### src/rtl/uart_pkg.sv
// Shared definitions for the uart_core channel: status bit positions, FSM states and
// oversampling constants.
package uart_pkg;

  localparam int unsigned OVERSAMPLE = 16;
  localparam int unsigned SAMPLE_MID = 8;

  localparam int unsigned ST_RX_AVAIL     = 0;
  localparam int unsigned ST_RX_FULL      = 1;
  localparam int unsigned ST_RX_OVERRUN   = 2;
  localparam int unsigned ST_RX_FRAME_ERR = 3;
  localparam int unsigned ST_TX_FULL      = 4;
  localparam int unsigned ST_TX_IDLE      = 5;

  typedef enum logic [1:0] {TX_IDLE, TX_START, TX_DATA, TX_STOP} tx_state_e;
  typedef enum logic [1:0] {RX_IDLE, RX_START, RX_DATA, RX_STOP} rx_state_e;

endpackage

### src/rtl/uart_core_if.sv
// CPU-side register strobes and read-back of one UART channel.
interface uart_core_if;
  logic [15:0] divider;
  logic [7:0]  tx_data;
  logic        tx_wr;
  logic        rx_rd;
  logic [7:0]  rx_data;
  logic [5:0]  status;

  modport master (output divider, tx_data, tx_wr, rx_rd, input rx_data, status);
  modport slave  (input divider, tx_data, tx_wr, rx_rd, output rx_data, status);
endinterface

### src/rtl/uart_fifo.sv
// Synchronous show-ahead FIFO; a write into a full FIFO is accepted only alongside a pop.
module uart_fifo #(
  parameter int unsigned WIDTH = 8,
  parameter int unsigned AW    = 4
) (
  input  logic             clk,
  input  logic             rst_n,
  input  logic             wr_en,
  input  logic [WIDTH-1:0] din,
  input  logic             rd_en,
  output logic [WIDTH-1:0] dout,
  output logic             full,
  output logic             empty
);
  localparam int unsigned DEPTH = 1 << AW;

  logic [WIDTH-1:0] mem_q [DEPTH];
  logic [AW-1:0]    wr_ptr_q, wr_ptr_d, rd_ptr_q, rd_ptr_d;
  logic [AW:0]      cnt_q, cnt_d;
  logic             do_wr, do_rd;

  always_comb begin
    empty    = (cnt_q == '0);
    full     = (cnt_q == (AW+1)'(DEPTH));
    dout     = empty ? '0 : mem_q[rd_ptr_q];
    do_rd    = rd_en && !empty;
    do_wr    = wr_en && (!full || do_rd);
    wr_ptr_d = do_wr ? wr_ptr_q + AW'(1) : wr_ptr_q;
    rd_ptr_d = do_rd ? rd_ptr_q + AW'(1) : rd_ptr_q;
    cnt_d    = cnt_q;
    if (do_wr && !do_rd)      cnt_d = cnt_q + (AW+1)'(1);
    else if (!do_wr && do_rd) cnt_d = cnt_q - (AW+1)'(1);
  end

  always_ff @(posedge clk or negedge rst_n) begin
    if (!rst_n) begin
      wr_ptr_q <= '0;
      rd_ptr_q <= '0;
      cnt_q    <= '0;
    end else begin
      wr_ptr_q <= wr_ptr_d;
      rd_ptr_q <= rd_ptr_d;
      cnt_q    <= cnt_d;
    end
  end

  always_ff @(posedge clk) begin
    if (do_wr) mem_q[wr_ptr_q] <= din;
  end

endmodule

### src/rtl/uart_core.sv
// One full-duplex 8N1 UART channel: baud prescaler, TX shifter and 16x-oversampled RX,
// each direction buffered by a uart_fifo.
module uart_core
  import uart_pkg::*;
#(
  parameter int unsigned FIFO_AW = 4
) (
  input  logic        clk,
  input  logic        reset_n,
  uart_core_if.slave  bus,
  input  logic        rxd,
  output logic        txd
);
  logic        rst_s1_q, rst_n;
  logic [15:0] pre_q, pre_d, div_eff;
  logic        tick;

  tx_state_e   tx_state_q, tx_state_d;
  logic [3:0]  tx_cnt_q, tx_cnt_d;
  logic [2:0]  tx_bit_q, tx_bit_d;
  logic [7:0]  tx_sh_q, tx_sh_d, tx_head;
  logic        txd_q, txd_d, tx_pop, tx_last, tx_full, tx_empty;

  rx_state_e   rx_state_q, rx_state_d;
  logic [3:0]  rx_cnt_q, rx_cnt_d;
  logic [2:0]  rx_bit_q, rx_bit_d;
  logic [7:0]  rx_sh_q, rx_sh_d;
  logic        rx_s1_q, rx_s2_q, rx_prev_q, rx_fall, rx_last, rx_push;
  logic        rx_ovr_q, rx_ovr_d, rx_fe_q, rx_fe_d, rx_full, rx_empty;
  logic [5:0]  st;

  // Reset asserts asynchronously but releases on a clock edge.
  always_ff @(posedge clk or negedge reset_n) begin
    if (!reset_n) begin
      rst_s1_q <= 1'b0;
      rst_n    <= 1'b0;
    end else begin
      rst_s1_q <= 1'b1;
      rst_n    <= rst_s1_q;
    end
  end

  uart_fifo #(.WIDTH(8), .AW(FIFO_AW)) u_tx_fifo (
    .clk(clk), .rst_n(rst_n), .wr_en(bus.tx_wr), .din(bus.tx_data),
    .rd_en(tx_pop), .dout(tx_head), .full(tx_full), .empty(tx_empty)
  );

  uart_fifo #(.WIDTH(8), .AW(FIFO_AW)) u_rx_fifo (
    .clk(clk), .rst_n(rst_n), .wr_en(rx_push), .din(rx_sh_q),
    .rd_en(bus.rx_rd), .dout(bus.rx_data), .full(rx_full), .empty(rx_empty)
  );

  always_comb begin
    div_eff = (bus.divider == '0) ? 16'd1 : bus.divider;
    tick    = (pre_q == '0);
    pre_d   = tick ? div_eff - 16'd1 : pre_q - 16'd1;
  end

  always_comb begin
    tx_state_d = tx_state_q;
    tx_cnt_d   = tx_cnt_q;
    tx_bit_d   = tx_bit_q;
    tx_sh_d    = tx_sh_q;
    txd_d      = txd_q;
    tx_pop     = 1'b0;
    tx_last    = tick && (tx_cnt_q == 4'(OVERSAMPLE-1));
    if (tick && tx_state_q != TX_IDLE) tx_cnt_d = tx_cnt_q + 4'd1;
    unique case (tx_state_q)
      TX_IDLE: if (tick && !tx_empty) begin
        tx_pop = 1'b1; tx_sh_d = tx_head; txd_d = 1'b0; tx_cnt_d = '0; tx_state_d = TX_START;
      end
      TX_START: if (tx_last) begin
        txd_d = tx_sh_q[0]; tx_bit_d = '0; tx_state_d = TX_DATA;
      end
      TX_DATA: if (tx_last) begin
        if (tx_bit_q == 3'd7) begin
          txd_d = 1'b1; tx_state_d = TX_STOP;
        end else begin
          tx_sh_d = {1'b0, tx_sh_q[7:1]}; txd_d = tx_sh_q[1]; tx_bit_d = tx_bit_q + 3'd1;
        end
      end
      TX_STOP: if (tx_last) begin
        // Chain straight into the next start bit so queued bytes leave with no gap.
        if (!tx_empty) begin
          tx_pop = 1'b1; tx_sh_d = tx_head; txd_d = 1'b0; tx_state_d = TX_START;
        end else begin
          tx_state_d = TX_IDLE;
        end
      end
      default: tx_state_d = TX_IDLE;
    endcase
  end

  always_comb begin
    rx_state_d = rx_state_q;
    rx_cnt_d   = rx_cnt_q;
    rx_bit_d   = rx_bit_q;
    rx_sh_d    = rx_sh_q;
    rx_push    = 1'b0;
    rx_fall    = rx_prev_q && !rx_s2_q;
    rx_last    = tick && (rx_cnt_q == 4'(OVERSAMPLE-1));
    if (tick && rx_state_q != RX_IDLE) rx_cnt_d = rx_cnt_q + 4'd1;
    unique case (rx_state_q)
      RX_IDLE: if (rx_fall) begin
        rx_cnt_d = '0; rx_state_d = RX_START;
      end
      RX_START: if (tick && rx_cnt_q == 4'(SAMPLE_MID-1)) begin
        rx_cnt_d = '0; rx_bit_d = '0; rx_state_d = rx_s2_q ? RX_IDLE : RX_DATA;
      end
      RX_DATA: if (rx_last) begin
        rx_sh_d = {rx_s2_q, rx_sh_q[7:1]}; rx_bit_d = rx_bit_q + 3'd1;
        if (rx_bit_q == 3'd7) rx_state_d = RX_STOP;
      end
      RX_STOP: if (rx_last) begin
        rx_push = 1'b1; rx_state_d = RX_IDLE;
      end
      default: rx_state_d = RX_IDLE;
    endcase
    rx_ovr_d = bus.rx_rd ? 1'b0 : rx_ovr_q;
    rx_fe_d  = bus.rx_rd ? 1'b0 : rx_fe_q;
    if (rx_push && rx_full && !bus.rx_rd) rx_ovr_d = 1'b1;
    if (rx_push && !rx_s2_q)              rx_fe_d  = 1'b1;
  end

  always_ff @(posedge clk or negedge rst_n) begin
    if (!rst_n) begin
      pre_q      <= '0;
      tx_state_q <= TX_IDLE;
      tx_cnt_q   <= '0;
      tx_bit_q   <= '0;
      tx_sh_q    <= '0;
      txd_q      <= 1'b1;
      rx_state_q <= RX_IDLE;
      rx_cnt_q   <= '0;
      rx_bit_q   <= '0;
      rx_sh_q    <= '0;
      rx_s1_q    <= 1'b1;
      rx_s2_q    <= 1'b1;
      rx_prev_q  <= 1'b1;
      rx_ovr_q   <= 1'b0;
      rx_fe_q    <= 1'b0;
    end else begin
      pre_q      <= pre_d;
      tx_state_q <= tx_state_d;
      tx_cnt_q   <= tx_cnt_d;
      tx_bit_q   <= tx_bit_d;
      tx_sh_q    <= tx_sh_d;
      txd_q      <= txd_d;
      rx_state_q <= rx_state_d;
      rx_cnt_q   <= rx_cnt_d;
      rx_bit_q   <= rx_bit_d;
      rx_sh_q    <= rx_sh_d;
      rx_s1_q    <= rxd;
      rx_s2_q    <= rx_s1_q;
      rx_prev_q  <= rx_s2_q;
      rx_ovr_q   <= rx_ovr_d;
      rx_fe_q    <= rx_fe_d;
    end
  end

  always_comb begin
    st                  = '0;
    st[ST_RX_AVAIL]     = !rx_empty;
    st[ST_RX_FULL]      = rx_full;
    st[ST_RX_OVERRUN]   = rx_ovr_q;
    st[ST_RX_FRAME_ERR] = rx_fe_q;
    st[ST_TX_FULL]      = tx_full;
    st[ST_TX_IDLE]      = (tx_state_q == TX_IDLE) && tx_empty;
  end

  assign bus.status = st;
  assign txd        = txd_q;

endmodule
### src/flat_wrapper.sv
// flat-port wrapper written by rule: the top's interface ports become plain ports
module uart_core_flat import uart_pkg::*;
#(
  parameter int unsigned FIFO_AW = 4
)
  (clk, reset_n, rxd, txd, bus_divider, bus_tx_data, bus_tx_wr, bus_rx_rd, bus_rx_data, bus_status);
  uart_core_if bus_i ();
  input  logic clk;
  input  logic reset_n;
  input  logic rxd;
  output logic txd;
  input wire logic [$bits(bus_i.divider)-1:0] bus_divider;
  input wire logic [$bits(bus_i.tx_data)-1:0] bus_tx_data;
  input wire logic [$bits(bus_i.tx_wr)-1:0] bus_tx_wr;
  input wire logic [$bits(bus_i.rx_rd)-1:0] bus_rx_rd;
  output wire logic [$bits(bus_i.rx_data)-1:0] bus_rx_data;
  output wire logic [$bits(bus_i.status)-1:0] bus_status;
  assign bus_i.divider = bus_divider;
  assign bus_i.tx_data = bus_tx_data;
  assign bus_i.tx_wr = bus_tx_wr;
  assign bus_i.rx_rd = bus_rx_rd;
  assign bus_rx_data = bus_i.rx_data;
  assign bus_status = bus_i.status;
  uart_core #(.FIFO_AW(FIFO_AW)) u_core (.clk(clk), .reset_n(reset_n), .bus(bus_i), .rxd(rxd), .txd(txd));
endmodule
### config.mk
export PLATFORM = sky130hd
export DESIGN_NAME = uart_core_flat
export DESIGN_NICKNAME = d
export VERILOG_FILES = /design/src/rtl/uart_pkg.sv /design/src/rtl/uart_core_if.sv /design/src/rtl/uart_fifo.sv /design/src/rtl/uart_core.sv /design/src/flat_wrapper.sv
export SDC_FILE = /design/constraint.sdc
export NUM_CORES = 1
export LEC_CHECK = 0
export ABC_AREA = 0
export CAP_MARGIN = 20
export CELL_PAD_IN_SITES_DETAIL_PLACEMENT = 2
export CELL_PAD_IN_SITES_GLOBAL_PLACEMENT = 2
export CORE_MARGIN = 5
export CORE_UTILIZATION = 44
export CTS_BUF_LIST = sky130_fd_sc_hd__clkbuf_2 sky130_fd_sc_hd__clkbuf_4 sky130_fd_sc_hd__clkbuf_8
export CTS_CLUSTER_DIAMETER = 60
export CTS_CLUSTER_SIZE = 28
export DETAILED_ROUTE_END_ITERATION = 10
export PLACE_DENSITY = 0.88
export SYNTH_ARGS = -nofsm -noshare
export SYNTH_HDL_FRONTEND = slang
export SYNTH_SLANG_ARGS = --single-unit
### constraint.sdc
create_clock -name clk -period 2.8 [get_ports clk]
set_input_delay 0.42 -clock clk [delete_from_list [all_inputs] [get_ports clk]]
set_output_delay 0.42 -clock clk [all_outputs]
set_load 0.02 [all_outputs]
Word level (Yosys, flattened, before mapping) --
Memories as Yosys holds them, arrays and structs flattened. Cells that the tools add are included. Widths: inputs -> output; s select.
Word-level totals: memories 2, bits in writable memories 256, register bits 84, word-level logic and storage cells 179, input port bits 29, bits in latches 0, bits in read-only memories 0, output and inout port bits 15
Operators by class: reduce and logical (&&, ||, !) cells 53, $mul 0, shift operators 0, magnitude comparators 0, div/mod/pow operators 0, multiplexer cells 62, add/sub/neg operators 14, bitwise gates (word level) 0, equality and inequality tests 25
Memories:
- u_core.u_rx_fifo.mem_q | depth 16, width 8, read ports 1, clocked after memory_dff 0, write ports 1, RTL line uart_fifo.sv:17 | logic [WIDTH-1:0] mem_q [DEPTH];
- u_core.u_tx_fifo.mem_q | depth 16, width 8, read ports 1, clocked after memory_dff 0, write ports 1, RTL line uart_fifo.sv:17
Operator list (number):
- $mux 8 | 7
- $logic_not 16->1 | 2
- $mux 16 | 2
- $sub 16x1->16 const B | 2
- $add 4x1->4 const B | 6
- $mux 4 | 6
- $pmux 8 s3 | 1
- $mux 2 | 11
- $mux 5 | 4
- $ne 2x1->1 const B | 10
- $logic_and 1x1->1 | 19
- $mux 1 | 19
- $pmux 2 s4 | 2
- $reduce_bool 2->1 | 8
- $mux 3 | 5
- $reduce_and 5->1 | 3
- $pmux 3 s2 | 2
- $add 5x1->5 const B | 2
- $eq 5x5->1 const B | 2
- $logic_not 1->1 | 10
- $logic_not 5->1 | 2
- $sub 5x1->5 const B | 2
- $eq 2x2->1 const B | 4
- $eq 4x4->1 const B | 2
- other kinds (15) | 21

Logic depth before layout (Yosys ltp) --
depth after elaboration 12, depth in mapped cells 15, depth with buffers taken out 15

Hierarchy --
Synthesis repeated with hierarchy kept, for this count alone.
Unflattened totals: cells, all modules 939, area, all modules 15018.2 um^2
By module, submodules not included:
- uart_fifo | times used 2, sequential area each 4169.0 um^2, cells an instance 300, area an instance 5780.5 um^2
- uart_core | times used 1, sequential area each 1456.4 um^2, cells an instance 339, area an instance 3457.1 um^2

Worst setup path after synthesis --
No wires, ideal clock.
path type register to register, start reg u_core.pre_q[6], end reg u_core.u_tx_fifo.cnt_q[4], setup time 0.125 ns, setup slack -0.493 ns, period minus slack after synthesis 3.293 ns, arrival time 3.168 ns, stages on the path, launching flop included 15, path buffers 0, data required time 2.675 ns, cell sequence dfrtp_1 nor4_4 nand3_2 nor2_2 and3_1 inv_1 a21boi_4 ha_1 inv_1 fa_1 a21o_1 a21oi_1 xnor2_1 nor2_1 xor2_1
Between the ends: word-level cells in the longest chain between the ends 10, elaborated cells between the ends (all ways) 15, those cells by class mux (4); reduce/logical (11)
Ends and longest elaborated chain:
- from (decl) | RTL line uart_core.sv:15 | logic [15:0] pre_q, pre_d, div_eff;
- from (signal assigned) | RTL line uart_core.sv:143 | pre_q <= pre_d;
- $logic_not 16->1 (*) | RTL line uart_core.sv:55 | tick = (pre_q == '0);
- $logic_and 1x1->1 (on tied branches) | RTL line uart_core.sv:66, uart_core.sv:69
- $mux 1 (on tied branches) | RTL line uart_core.sv:82, uart_core.sv:69
- $pmux 1 s2 (*) | RTL line uart_core.sv:68 | unique case (tx_state_q)
- $logic_and 1x1->1 (*) | RTL line uart_fifo.sv:26 | do_rd = rd_en && !empty;
- $logic_or 1x1->1 (*) | RTL line uart_fifo.sv:27 | do_wr = wr_en && (!full || do_rd);
- $logic_and 1x1->1 (*) | RTL line uart_fifo.sv:27
- via u_core.u_tx_fifo.do_wr | RTL line uart_fifo.sv:20 | logic do_wr, do_rd;
- $logic_not 1->1 | RTL line uart_fifo.sv:32 | else if (!do_wr && do_rd) cnt_d = cnt_q - (AW+1)'(1);
- $logic_and 1x1->1 | RTL line uart_fifo.sv:32
- $reduce_bool 2->1 (no source line)
- to (signal assigned) | RTL line uart_fifo.sv:43 | cnt_q <= cnt_d;
- to (decl) | RTL line uart_fifo.sv:19 | logic [AW:0] cnt_q, cnt_d;
Mark *: on every way through the listed nets, which the timed path passes. The rest lies on a longest branch. A chain may end at the register's enable or synchronous reset.

Worst setup path in the final report --
start reg u_core.u_rx_fifo.rd_ptr_q[0], end out bus_rx_data[6]
Between the ends: word-level cells in the longest chain between the ends 2
Ends and longest elaborated chain:
- from (decl) | RTL line uart_fifo.sv:18 | logic [AW-1:0] wr_ptr_q, wr_ptr_d, rd_ptr_q, rd_ptr_d;
- from (signal assigned) | RTL line uart_fifo.sv:42 | rd_ptr_q <= rd_ptr_d;
- $mem_v2 16x8
- $mux 8 | RTL line uart_fifo.sv:25 | dout = empty ? '0 : mem_q[rd_ptr_q];
- to (decl) | RTL line flat_wrapper.sv:16 | output wire logic [$bits(bus_i.rx_data)-1:0] bus_rx_data;
No other way between the ends.

==> summary.md <==
| Metric | Value |
|---|---|
| Cell Area, Synth | `0.0146 mm^2` |
| Leakage power | `6.50 nW` |
| Largest area contributor in the netlist | `edfxtp_1` |
| Hold Path Class | `in -> reg` |
| Synthesis warning total | `0` |
| Drt pass-1 iters | `4` |
| Hold Fails Final Rpt | `0` |
| Die H | `192 um` |
| Ant diodes | `0` |
| Max-Cap Viols | `0` |
| Dominant synthesized flop cell | `edfxtp_1` |
| Outcome | `finished with violations` |
| Post-synth top cells | `edfxtp_1 (256), dfrtp_1 (80), mux4_2 (73)` |
| Number of antenna violations at the first check in global routing | `0` |
| Pin count of the biggest net entering global routing | `44` |
| Worst VDD drop | `522 uV` |
| Sw frac | `0.321` |
| Share of cells above drive strength 1 | `0.323` |
| Cell variety after synth | `62` |
| Die area | `0.0369 mm^2` |
| Routed via count | `8,599` |
| Slew Limit Headroom | `0.499` |
| Critical path arrival | `2.68 ns` |
| PnR worst setup slack | `-0.296 ns` |
| Max Slew Vio Count | `0` |
| P&R area growth vs syn | `20.5%` |
| Clock buffer depth | `3` |
| Post-route DRC | `0` |
| Final Setup Violations | `20` |
| ANT nets after route | `0` |
| Design Power | `12.7 mW` |
| Crit-path slowest cell | `mux4_2` |
| Initial core utilization | `0.447` |
| Total Wirelength | `41,100 um` |
| Routed len/inst | `27.3 um` |
| Port bufs | `43` |
| Reg power frac | `0.493` |
| Detailed router's first-iteration violation count | `549` |
| CTS Buf Count | `30` |
| Startpoint Class | `flop` |
| Clk pin slew, worst setup/hold paths | `0.10 ns` |
| Core Rows | `66` |
| Critical-path cell list | `buf_12 > buf_12 > mux4_2 > mux4_2 > and2_4 > buf_6` |
| Fin crit period | `3.10 ns` |
| Largest cells by area after synthesis | `edfxtp_1 (53%), dfrtp_1 (14%), mux4_2 (11%)` |
| Design area | `0.0176 mm^2` |
| Clock Latency Late Sink | `0.64 ns` |
| Slew of the pin with the lowest slew margin | `0.749 ns` |
| Vias in the first global route | `9,879` |
| DP Area | `0.0165 mm^2` |
| GRT overflow | `0` |
| Tot GR Track Use | `0.223` |
| Largest stage delay on the critical path | `0.53 ns` |
| Logic pwr share | `0.258` |
| CTS tree | `done` |
| Hold path depth | `1` |
| Fin nets | `1,107` |
| R2R depth | `12` |
| Fin crit share | `1.11` |
| Internal power | `8.59 mW` |
| H-tree lvl count | `1` |
| Switch Pwr | `4.07 mW` |
| Failing checks | `negative setup slack` |
| Root Driver | `clkbuf_8` |
| RSZ-0062 raised after global routing | `yes` |
| Synth top area share | `0.528` |
| Clock power share | `0.249` |
| Most frequent cell after synthesis | `edfxtp_1` |
| Pwr dens | `721 mW/mm^2` |
| Crit. End Element | `output pin` |
| Final Util | `0.539` |
| Cells after Synth | `885` |
| Number of flops mapped to enable cells by yosys | `256` |
| Synth Register Bits | `340` |
| I/O pins | `44` |
| Clock Skew | `0.0380 ns` |
| Post-synthesis sequential area ratio | `0.672` |
| Mean Syn Cell Area | `16.5 um^2` |
| Vias per inst | `5.70` |
| FMAX | `323 MHz` |
| First-pass GRT wire length | `62,100 um` |
| DP Wirelength | `27,800 um` |
| CP required | `2.38 ns` |
| Clock sinks | `340` |
| Async SR Flop Fraction | `0.247` |
| Core Area | `0.0326 mm^2` |
| Setup_tns | `-3.02 ns` |
| Post-synth net total | `950` |
| CP Max Fanout | `6` |
| CP Class | `reg -> out` |
| Die width | `192 um` |
| GPL Wtd Cong | `0.785` |
## cell usage in the layout, fill, tap and decap left out, types with 5 or more instances in the layout
| master | n |
|---|---|
| a21o_1 | 5 |
| a21oi_1 | 23 |
| a22o_1 | 8 |
| and2_1 | 11 |
| and2_4 | 11 |
| buf_12 | 14 |
| buf_4 | 81 |
| buf_6 | 25 |
| clkbuf_8 | 31 |
| clkdlybuf4s50_1 | 31 |
| clkinv_2 | 5 |
| dfrtp_1 | 76 |
| edfxtp_1 | 256 |
| ha_1 | 28 |
| ha_4 | 6 |
| inv_1 | 23 |
| inv_8 | 6 |
| mux2_2 | 21 |
| mux2i_1 | 15 |
| mux4_2 | 73 |
| nand2_1 | 41 |
| nand3_1 | 8 |
| nand4_1 | 6 |
| nor2_1 | 43 |
| nor2_2 | 6 |
| nor2b_1 | 6 |
| nor3_1 | 11 |
| nor3_2 | 9 |
| nor4_1 | 9 |
| o21ai_0 | 21 |
| o221ai_1 | 5 |
| xnor2_1 | 25 |
| xor2_1 | 8 |
## final cells by class
cell class / count / area, um^2
Tap cell: 442 / 553
Clock buffer: 32 / 434
Multi-Input combinational cell: 485 / 4850
Sequential cell: 340 / 9800
Fill cell: 2850 / 15100
Clock inverter: 24 / 223
Inverter: 26 / 108
Timing Repair Buffer: 159 / 1600
## worst max-delay path: cells and delay by family (launching register included)
kind / cells / cell delay, ns
buf+inv: 3 / 0.39
flops: 1 / 0.45
simple gates: 1 / 0.17
mux: 2 / 1.03
## state kept, by name (all words and copies together), names as in the netlist, 2 cells and up, named ones only
register and count:
u_core.pre_q 16, u_core.u_rx_fifo.cnt_q 5, u_core.tx_state_q 2, u_core.rx_cnt_q 4
u_core.tx_cnt_q 4, u_core.rx_bit_q 3, u_core.tx_bit_q 3, u_core.u_tx_fifo.mem_q 128
u_core.u_tx_fifo.rd_ptr_q 4, u_core.tx_sh_q 8, u_core.u_tx_fifo.wr_ptr_q 4, u_core.u_rx_fifo.rd_ptr_q 4
u_core.u_tx_fifo.cnt_q 5, u_core.u_rx_fifo.wr_ptr_q 4, u_core.u_rx_fifo.mem_q 128, u_core.rx_sh_q 8
## logic make-up (layout without fill, tap and decap cells)
kind of cell,Yosys count,in the layout,synth area share
AO/OA/AOI/OAI,103,103,0.0482
AND/OR/NAND/NOR,201,201,0.0704
adder cells (fa/ha/maj),36,36,0.0319
buffers and inverters,60,241,0.0167
multiplexers,109,109,0.139
flip-flops,340,340,0.672
XOR/XNOR,35,35,0.0210
other,1,1,0.000257
## metrics by stage
stage | setup slack [ns] | cells | hold slack [ns]
after floorplan | -0.213 | 885 | 0.124
after global placement | -0.0903 | 1438 | 0.338
after detailed placement | -0.320 | 1438 | 0.346
after CTS | -0.325 | 1502 | 0.158
after global routing | -0.376 | 1508 | 0.177
final | -0.296 | 1508 | 0.207
## power groups by stage
stage | clock, mW | sequential, mW | combinational [mW]
global placement | 0 | 6.26 | 2.64
detailed placement | 0 | 6.34 | 2.86
global route | 3.49 | 6.30 | 3.50
floorplan | 0 | 6.20 | 1.71
CTS | 3.21 | 6.24 | 3.15
finish | 3.15 | 6.25 | 3.26
## final timing paths
| path | start | endpoint | slack [ns] |
|---|---|---|---|
| setup / recovery | u_core.u_rx_fifo.rd_ptr_q[0] | bus_rx_data[6] | -0.30 |
| hold / removal | rxd | u_core.rx_s1_q | 0.21 |
| setup reg to reg | u_core.pre_q[11] | u_core.u_rx_fifo.cnt_q[4] | -0.26 |
| hold reg to reg | u_core.rst_n | u_core.pre_q[13] | 0.33 |
| max in group asynchronous | u_core.rst_n | u_core.txd | 1.74 |
| min in group asynchronous | u_core.rst_n | u_core.pre_q[13] | 0.33 |
## repair_timing
item / 4_1_cts / 5_1_grt
pin swaps: 20 / 14
resized for setup: 85 / 42
hold buffers: 1 / 0
endpoints found under the setup margin: 119 / 230
setup buffers: 5 / 8
gates cloned: 2 / 0
endpoints found under the hold margin: 2 / 0
## per-layer routing
metal  track usage  up-vias  share of wire
met5             0        -              0
met4        0.0579        0          0.022
met3        0.0298       66          0.035
met2         0.419      182           0.55
met1         0.271     4593           0.39
li1              -     3758              -
Note: power is estimated with default switching activity, not from simulation.
